File: src/rtl/fetch_queue_pkg.sv
// rtl/fetch_queue_pkg.sv - shared types and constants for the instruction prefetch queue
package fetch_queue_pkg;

    localparam int WORD = 16;
    localparam logic [WORD-1:0] RESETPC_DEFAULT = 16'h0000;

    typedef enum logic [1:0] {
        ST_IDLE = 2'd0,
        ST_BUSY = 2'd1,
        ST_DROP = 2'd2
    } fetch_state_e;

    typedef struct packed {
        logic [WORD-1:0] pc;
        logic [WORD-1:0] word;
    } fq_entry_t;

endpackage

File: src/rtl/fq_fifo.sv
// rtl/fq_fifo.sv - DEPTH-entry {pc, word} FIFO with push/pop/flush and occupancy count
module fq_fifo
    import fetch_queue_pkg::*;
#(
    parameter int DEPTH = 4,
    localparam int AW = $clog2(DEPTH)
) (
    input  logic        clk_i,
    input  logic        reset_i,
    input  logic        push_i,
    input  fq_entry_t   push_data_i,
    input  logic        pop_i,
    input  logic        flush_i,
    output fq_entry_t   head_o,
    output logic [AW:0] count_o
);

    fq_entry_t      mem_q [DEPTH];
    logic [AW-1:0]  wr_ptr_q, wr_ptr_d;
    logic [AW-1:0]  rd_ptr_q, rd_ptr_d;
    logic [AW:0]    count_q, count_d;
    logic           do_pop;

    assign do_pop = pop_i && (count_q != '0);

    // Flush overrides any same-cycle push or pop.
    always_comb begin
        wr_ptr_d = wr_ptr_q;
        rd_ptr_d = rd_ptr_q;
        count_d  = count_q;
        if (flush_i) begin
            wr_ptr_d = '0;
            rd_ptr_d = '0;
            count_d  = '0;
        end else begin
            if (push_i) wr_ptr_d = wr_ptr_q + 1'b1;
            if (do_pop) rd_ptr_d = rd_ptr_q + 1'b1;
            count_d = count_q + {{AW{1'b0}}, push_i} - {{AW{1'b0}}, do_pop};
        end
    end

    always_ff @(posedge clk_i or negedge reset_i) begin
        if (!reset_i) begin
            wr_ptr_q <= '0;
            rd_ptr_q <= '0;
            count_q  <= '0;
        end else begin
            wr_ptr_q <= wr_ptr_d;
            rd_ptr_q <= rd_ptr_d;
            count_q  <= count_d;
        end
    end

    always_ff @(posedge clk_i) begin
        if (push_i && !flush_i) mem_q[wr_ptr_q] <= push_data_i;
    end

    assign head_o  = (count_q != '0) ? mem_q[rd_ptr_q] : '0;
    assign count_o = count_q;

endmodule

File: src/rtl/fetch_queue.sv
// rtl/fetch_queue.sv - instruction prefetch: single-outstanding memory fetch into a small queue
module fetch_queue
    import fetch_queue_pkg::*;
#(
    parameter int              DEPTH   = 4,
    parameter logic [WORD-1:0] RESETPC = RESETPC_DEFAULT,
    localparam int             AW      = $clog2(DEPTH)
) (
    input  logic            clk_i,
    input  logic            reset_i,
    output logic            mem_req_o,
    output logic [WORD-1:0] mem_addr_o,
    input  logic            mem_ready_i,
    input  logic [WORD-1:0] mem_data_i,
    input  logic            redirect_i,
    input  logic [WORD-1:0] redirect_pc_i,
    input  logic            halt_i,
    output logic [WORD-1:0] ir_o,
    output logic [WORD-1:0] ir_pc_o,
    output logic            ir_valid_o,
    input  logic            ir_take_i,
    output logic [AW:0]     count_o
);

    localparam logic [AW:0] FULL = (AW+1)'(DEPTH);
    localparam logic [AW:0] LAST = (AW+1)'(DEPTH - 1);

    fetch_state_e    state_q, state_d;
    logic [WORD-1:0] req_addr_q, req_addr_d;
    logic [WORD-1:0] fetch_pc_q, fetch_pc_d;
    logic            push, pop;
    logic [AW:0]     count_next;
    fq_entry_t       head;

    assign pop        = ir_take_i && ir_valid_o && !redirect_i;
    assign count_next = count_o - {{AW{1'b0}}, pop};

    always_ff @(posedge clk_i or negedge reset_i) begin
        if (!reset_i) begin
            state_q    <= ST_IDLE;
            req_addr_q <= RESETPC;
            fetch_pc_q <= RESETPC;
        end else begin
            state_q    <= state_d;
            req_addr_q <= req_addr_d;
            fetch_pc_q <= fetch_pc_d;
        end
    end

    // Issue checks use the post-pop count so a consumed slot can be refilled in the same cycle.
    always_comb begin
        state_d    = state_q;
        req_addr_d = req_addr_q;
        fetch_pc_d = fetch_pc_q;
        push       = 1'b0;
        case (state_q)
            ST_IDLE: begin
                if (redirect_i) begin
                    req_addr_d = redirect_pc_i;
                    fetch_pc_d = redirect_pc_i + 16'd1;
                    state_d    = ST_BUSY;
                end else if (!halt_i && count_next < FULL) begin
                    req_addr_d = fetch_pc_q;
                    fetch_pc_d = fetch_pc_q + 16'd1;
                    state_d    = ST_BUSY;
                end
            end
            ST_BUSY: begin
                if (redirect_i) begin
                    if (mem_ready_i) begin
                        req_addr_d = redirect_pc_i;
                        fetch_pc_d = redirect_pc_i + 16'd1;
                    end else begin
                        fetch_pc_d = redirect_pc_i;
                        state_d    = ST_DROP;
                    end
                end else if (mem_ready_i) begin
                    push = 1'b1;
                    if (!halt_i && count_next < LAST) begin
                        req_addr_d = fetch_pc_q;
                        fetch_pc_d = fetch_pc_q + 16'd1;
                    end else begin
                        state_d = ST_IDLE;
                    end
                end
            end
            ST_DROP: begin
                if (mem_ready_i) begin
                    req_addr_d = redirect_i ? redirect_pc_i : fetch_pc_q;
                    fetch_pc_d = (redirect_i ? redirect_pc_i : fetch_pc_q) + 16'd1;
                    state_d    = ST_BUSY;
                end else if (redirect_i) begin
                    fetch_pc_d = redirect_pc_i;
                end
            end
            default: state_d = ST_IDLE;
        endcase
    end

    always_comb begin
        mem_req_o  = (state_q == ST_BUSY) || (state_q == ST_DROP);
        mem_addr_o = req_addr_q;
        ir_o       = head.word;
        ir_pc_o    = head.pc;
        ir_valid_o = (count_o != '0);
    end

    fq_fifo #(.DEPTH(DEPTH)) u_fifo (
        .clk_i       (clk_i),
        .reset_i     (reset_i),
        .push_i      (push),
        .push_data_i ('{pc: req_addr_q, word: mem_data_i}),
        .pop_i       (pop),
        .flush_i     (redirect_i),
        .head_o      (head),
        .count_o     (count_o)
    );

endmodule

File: config.mk
export PLATFORM = sky130hd
export DESIGN_NAME = fetch_queue
export DESIGN_NICKNAME = d
export VERILOG_FILES = /design/src/rtl/fetch_queue_pkg.sv /design/src/rtl/fq_fifo.sv /design/src/rtl/fetch_queue.sv
export SDC_FILE = /design/constraint.sdc
export NUM_CORES = 1
export LEC_CHECK = 0
export CAP_MARGIN = 40
export CELL_PAD_IN_SITES_DETAIL_PLACEMENT = 0
export CELL_PAD_IN_SITES_GLOBAL_PLACEMENT = 1
export CORE_UTILIZATION = 47
export DETAILED_ROUTE_END_ITERATION = 8
export PLACE_DENSITY = 0.83
export SYNTH_ARGS = -nofsm -noshare
export SYNTH_HDL_FRONTEND = slang
export SYNTH_SLANG_ARGS = --single-unit
File: constraint.sdc
create_clock -name clk_i -period 3.9 [get_ports clk_i]
set_input_delay 0.39 -clock clk_i [delete_from_list [all_inputs] [get_ports clk_i]]
set_output_delay 0.39 -clock clk_i [all_outputs]
set_load 0.01 [all_outputs]
== Word-level counts from Yosys, hierarchy flattened ==
Memory sizes are Yosys's and may differ from the RTL's.
Cells that the tools add are included.
Operators by class
  add/sub/neg operators: 8
  multiplexer cells: 36
  $lt $le $gt $ge: 2
  shifts and indexed selects: 0
  bitwise logic cells: 0
  reduce and logical (&&, ||, !) cells: 17
  $mul: 0
  div/mod/pow operators: 0
  equal/unequal tests: 9
Operators with widths (count)
  $mux W16: 15
  $pmux W16 S3: 2
  $add A16 B1 Y16 const B: 3
  $mux W32: 1
  $mux W2: 11
  $ne A3 B3 Y1 const B: 5
  $reduce_and A5 Y1: 2
  $logic_and A1 B1 Y1: 6
  $pmux W2 S3: 1
  $reduce_bool A3 Y1: 2
  $sub A3 B1 Y3: 2
  $mux W1: 5
  $add A2 B1 Y2 const B: 2
  $ne A2 B2 Y1 const B: 2
  $reduce_and A4 Y1: 1
  $reduce_bool A2 Y1: 2
  $add A3 B1 Y3: 1
  $lt A3 B2 Y1 const B: 1
  $lt A3 B3 Y1 const B: 1
  $mux W3: 1
  $eq A2 B1 Y1 const B: 1
  $eq A2 B2 Y1 const B: 1
  $logic_not A1 Y1: 2
  $logic_not A2 Y1: 1
  $logic_or A1 B1 Y1: 1
Storage, ports and cells
  word-level logic and storage cells: 79
  memories: 1
  output and inout port bits: 53
  register bits after elaboration: 41
  RAM bits: 128
  latch bits: 0
  ROM bits: 0
Memories
  u_fifo.mem_q: words 4, bits a word 32, rd ports 1, clocked after memory_dff 0, write ports 1, line fq_fifo.sv:18  | fq_entry_t mem_q [DEPTH];

== Logic depth before layout (Yosys ltp) ==
  word-level depth: 10
  gate-level depth with buffers: 14
  depth with buffers taken out: 11

== Cells and area by module ==
A second synthesis with hierarchy kept.
Second synthesis, totals
  cell total of the unflattened synthesis: 658
  area, all modules: 8645.8 µm²
By module, submodules not included
  fq_fifo: instances 1, cells each 245, seq. area each 4018.9 µm², area each 5328.9 µm²
  fetch_queue: instances 1, cells each 413, seq. area each 850.8 µm², area each 3316.9 µm²

== Worst setup path before layout ==
Ideal clock, no wire load.
  kind: input to register
  from: input port redirect_i
  to: register fetch_pc_q[13]
  path buffers: 5
  stages: 14
  path slack: 634 ps
  required time: 3813 ps
  setup time: 87 ps
  arrival: 3180 ps
  cells stage by stage: buf_4 -> clkbuf_1 -> clkbuf_1 -> buf_1 -> nor2_1 -> ha_1 -> ha_1 -> xor2_1 -> o41ai_1 -> and3b_1 -> clkbuf_1 -> nand3_1 -> a211o_1 -> o211ai_1
On the way
  word-level cells in the longest chain between the ends: 7
  elaborated cells between the ends (all ways): 17
Ends and longest elaborated chain
  start, declared: line fetch_queue.sv:15  | input logic redirect_i,
  $logic_not A1 Y1: line fetch_queue.sv:35  | assign pop = ir_take_i && ir_valid_o && !redirect_i;
  $logic_and A1 B1 Y1: line fetch_queue.sv:35
  $sub A3 B1 Y3: line fetch_queue.sv:36  | assign count_next = count_o - {{AW{1'b0}}, pop};
  $lt A3 B2 Y1 or $lt A3 B3 Y1 (tied branches): line fetch_queue.sv:79, fetch_queue.sv:62
  $logic_and A1 B1 Y1 (on tied branches): line fetch_queue.sv:79, fetch_queue.sv:62
  $ne A3 B3 Y1 (no line)
  $reduce_and A4 Y1 (no line)
  end signal, assigned: line fetch_queue.sv:46  | fetch_pc_q <= fetch_pc_d;
  end, declared: line fetch_queue.sv:30  | logic [WORD-1:0] fetch_pc_q, fetch_pc_d;
Several ways; a longest one is shown, not always the timed one.
A chain may end at the register's enable or synchronous reset.

== Worst setup path after layout ==
  from: register u_fifo.count_q[1] (netlist: u_fifo.count_o[1])
  to: register fetch_pc_q[13]
On the way
  word-level cells in the longest chain between the ends: 8
  elaborated cells between the ends (all ways): 11
Ends and longest elaborated chain
  start, declared: line fq_fifo.sv:21  | logic [AW:0] count_q, count_d;
  start signal, assigned: line fq_fifo.sv:50  | count_q <= count_d;
  $reduce_bool A3 Y1: line fetch_queue.sv:105  | ir_valid_o = (count_o != '0);
  $logic_and A1 B1 Y1 (2 in series): line fetch_queue.sv:35
  $sub A3 B1 Y3 *: line fetch_queue.sv:36
  $lt A3 B2 Y1 or $lt A3 B3 Y1 (tied branches): line fetch_queue.sv:79, fetch_queue.sv:62
  $logic_and A1 B1 Y1 (on tied branches): line fetch_queue.sv:79, fetch_queue.sv:62
  $ne A3 B3 Y1 (no line)
  $reduce_and A4 Y1 (no line) *
Mark *: on every way between the ends. The rest lies on a longest branch, timed or not.

==> results.md <==
- Finished Layout Cells: 978
- Final Cycle Share: 0.7835
- Die area: 0.01858 sq mm
- First-pass GRT wire length: 31240 um
- Final number of hold-violating endpoints: 0
- Max-slew violations: 0
- I/O pins: 91
- CP Capture Type: register
- N_diodes: 0
- Clock Root Buffer: clkbuf_16
- Clk buf depth: 2
- Post-Syn Area per Cell: 12.93 sq um
- Layout cells sized above 1: 0.1381
- Largest net degree at the start of global routing: 42
- Pwr Total: 7.149 mW
- Synth Warn #: 0
- First-pass DRT Iterations: 5
- CTS tree: done
- Main synth FF type: edfxtp_1
- Post-route DRC: 0
- Leak pwr: 3.538 nW
- Non-Filler Cell Area, Final: 0.01021 sq mm
- Register-to-Register Path Depth: 11
- DR iter-0 viols: 555
- Area after DPL: 0.009607 sq mm
- Critical path class: reg2reg
- Worst Tran Pin Value: 0.8149 ns
- Cells after Synth: around 660
- Maximum clock frequency: 0.3272 GHz
- RSZ-0062 raised after global routing: no
- End-of-flow core utilization: 0.5843
- Post-route ant nets: 0
- TritonCTS buffer count: 17
- Reg-to-reg startpoint: u_fifo.count_o[1]$_DFF_PN0_
- Area occupied by multi-input gates: ~0.0034 sq mm
- H-tree depth: 4
- Final WS setup: 0.8442 ns
- Hold Buf Count CTS: 0
- Final HPWL DP: 13280 um
- Clk Latency, worst-skew pair: 0.42 ns
- Fin Hold WS: 0.03899 ns
- Post-Synthesis Cell Area: 0.008479 sq mm
- Max cap viols: 0
- Peak supply drop: 569.3 uV
- Unique cell type count in the Yosys netlist: slightly above 60
- Status: finished clean
- Routed wire length: 19830 um
- Post-Route Setup TNS: 0 ns
- Nets: 794
- Post-synth EDFFs: between 100 and 150
- Final setup viols: 0
- Slew HR: 0.4567
- Worst-path clk slew: ~0.070 ns
- Hold WC Path Type: in2async
- Clk_skew: about 0.011 ns
- Pre-CTS setup slack: 0.8255 ns
- Die W: 136.3 um
- Gpl congestion: 0.9137
- Post-synth net total: 710
- Fillers: 1367
- # clock sinks: 169
- Pwr dens: roughly 700 mW/mm^2
- Total grt overflow: 0
- Area Overhead vs Synth: 20.44%
- Reg area: 0.004871 sq mm
- Synth async-reset ratio: 0.2426
- Worst-path fanout max: 10
- Per-cell routed wire length: 20.27 um
- R2R setup slack: 0.84 ns
- Core area: ~0.017 sq mm
- Placed cells: 946
- Sequential share of the synthesized area: 0.5743
- Post-CTS Setup Repair Bufs: 0
- Startpoint types: register
- Reg-to-reg endpoint: fetch_pc_q[13]$_DFFE_PN0P_
- Post-CTS sizing: 0
- DR vias/cell: 5.857
- Via Count: 5728
- GR Util All Layers: 0.2266
- Worst path required time: 4.24 ns
- Vias in the first global route: 5622
- Port Buf Inserts: 90
- Rows: 48
- Starting density of the core: 0.4852
- Crit path time final: 3.056 ns
- Synth Register Bits: 169
- Chip height: about 140 um
- Antenna violations before repair: 0
- Crit path DAT: approximately 3.4 ns
## flip-flops by register name, indices dropped and copies added (netlist names)
signal	count
fetch_pc_q	16
mem_addr_o	16
state_q	2
u_fifo.count_o	3
u_fifo.mem_q	128
u_fifo.rd_ptr_q	2
u_fifo.wr_ptr_q	2
## placed cells by master (no fill, tap or decap), types with 16 or more instances in the layout
master             n
xor2_1            18
nor2_1            28
clkdlybuf4s50_1   88
and2_1            34
buf_4             16
dfrtp_1           40
a21oi_1           25
xnor2_1           23
o21ai_0           33
clkbuf_16         17
nand2_1           47
edfxtp_1         128
nand3_1           27
inv_1             17
mux4_2            32
## worst max-delay path: stages (launching register included)
cell and delay (ns):
dfrtp_1 0.42, or3_1 0.40, nand2_1 0.14, nor2_1 0.06, ha_1 0.18, ha_1 0.19, xor2_1 0.17, o41ai_1 0.39
and3b_1 0.51, nand3_1 0.16, a211o_1 0.27, o211ai_1 0.09
## how the worst max path moves through the flow
stage / endpoint / startpoint / cells after the start
after floorplan: fetch_pc_q[13]$_DFFE_PN0P_ / redirect_i / 14
after global routing: fetch_pc_q[13]$_DFFE_PN0P_ / u_fifo.count_o[1]$_DFF_PN0_ / 11
final: fetch_pc_q[13]$_DFFE_PN0P_ / u_fifo.count_o[1]$_DFF_PN0_ / 11
after CTS: fetch_pc_q[13]$_DFFE_PN0P_ / u_fifo.count_o[1]$_DFF_PN0_ / 11
after detailed placement: fetch_pc_q[13]$_DFFE_PN0P_ / ir_take_i / 11
after global placement: fetch_pc_q[13]$_DFFE_PN0P_ / ir_take_i / 11
## kinds of logic (layout without fill, tap and decap cells)
family	count (synthesis)	count (layout)	synth area share
AO/OA/AOI/OAI	118	118	0.09060
XOR/XNOR	41	41	0.04235
adder cells (fa/ha/maj)	16	16	0.02449
buffers and inverters	59	156	0.02951
flip-flops	169	169	0.5743
multiplexers	54	54	0.1129
AND/OR/NAND/NOR	199	199	0.1259
## synth_stat cells, types with 11 or more instances
cell	number	area share
xnor2_1	23	0.024
dfrtp_1	41	0.12
nor2_1	28	0.012
inv_1	17	0.0075
clkbuf_1	24	0.011
mux4_2	32	0.085
nand2_1	47	0.021
nand3_1	27	0.016
a21oi_1	25	0.015
and2_1	34	0.025
buf_2	13	0.0077
xor2_1	18	0.019
mux2i_1	11	0.013
ha_1	15	0.022
o21ai_0	33	0.019
edfxtp_1	128	0.45
## routing by layer
metal,global-route usage,vias to the layer above,part of all wire
met5,0,-,0
met4,0.05494,0,0.0098
met3,0.04996,18,0.067
met2,0.3703,228,0.48
met1,0.3071,2816,0.44
li1,-,2666,-
## power by group
part / switching, mW / leakage [nW] / total, mW / internal, mW
sequential: 0.360 / 1.67 / 2.67 / 2.31
clock: 0.762 / 0.289 / 1.68 / 0.918
combinational: 1.47 / 1.58 / 2.80 / 1.33
total: 2.59 / 3.54 / 7.15 / 4.56
## layout make-up
cell class              count  area share
clock inverters            15     0.01764
flip-flops and latches    169      0.4770
multi-input cells         428      0.3290
clock buffers              17     0.04166
repair buffers            107      0.1010
well taps                 225     0.02757
inverters                  17    0.006248
No activity file was read; power rests on OpenSTA's default activity.
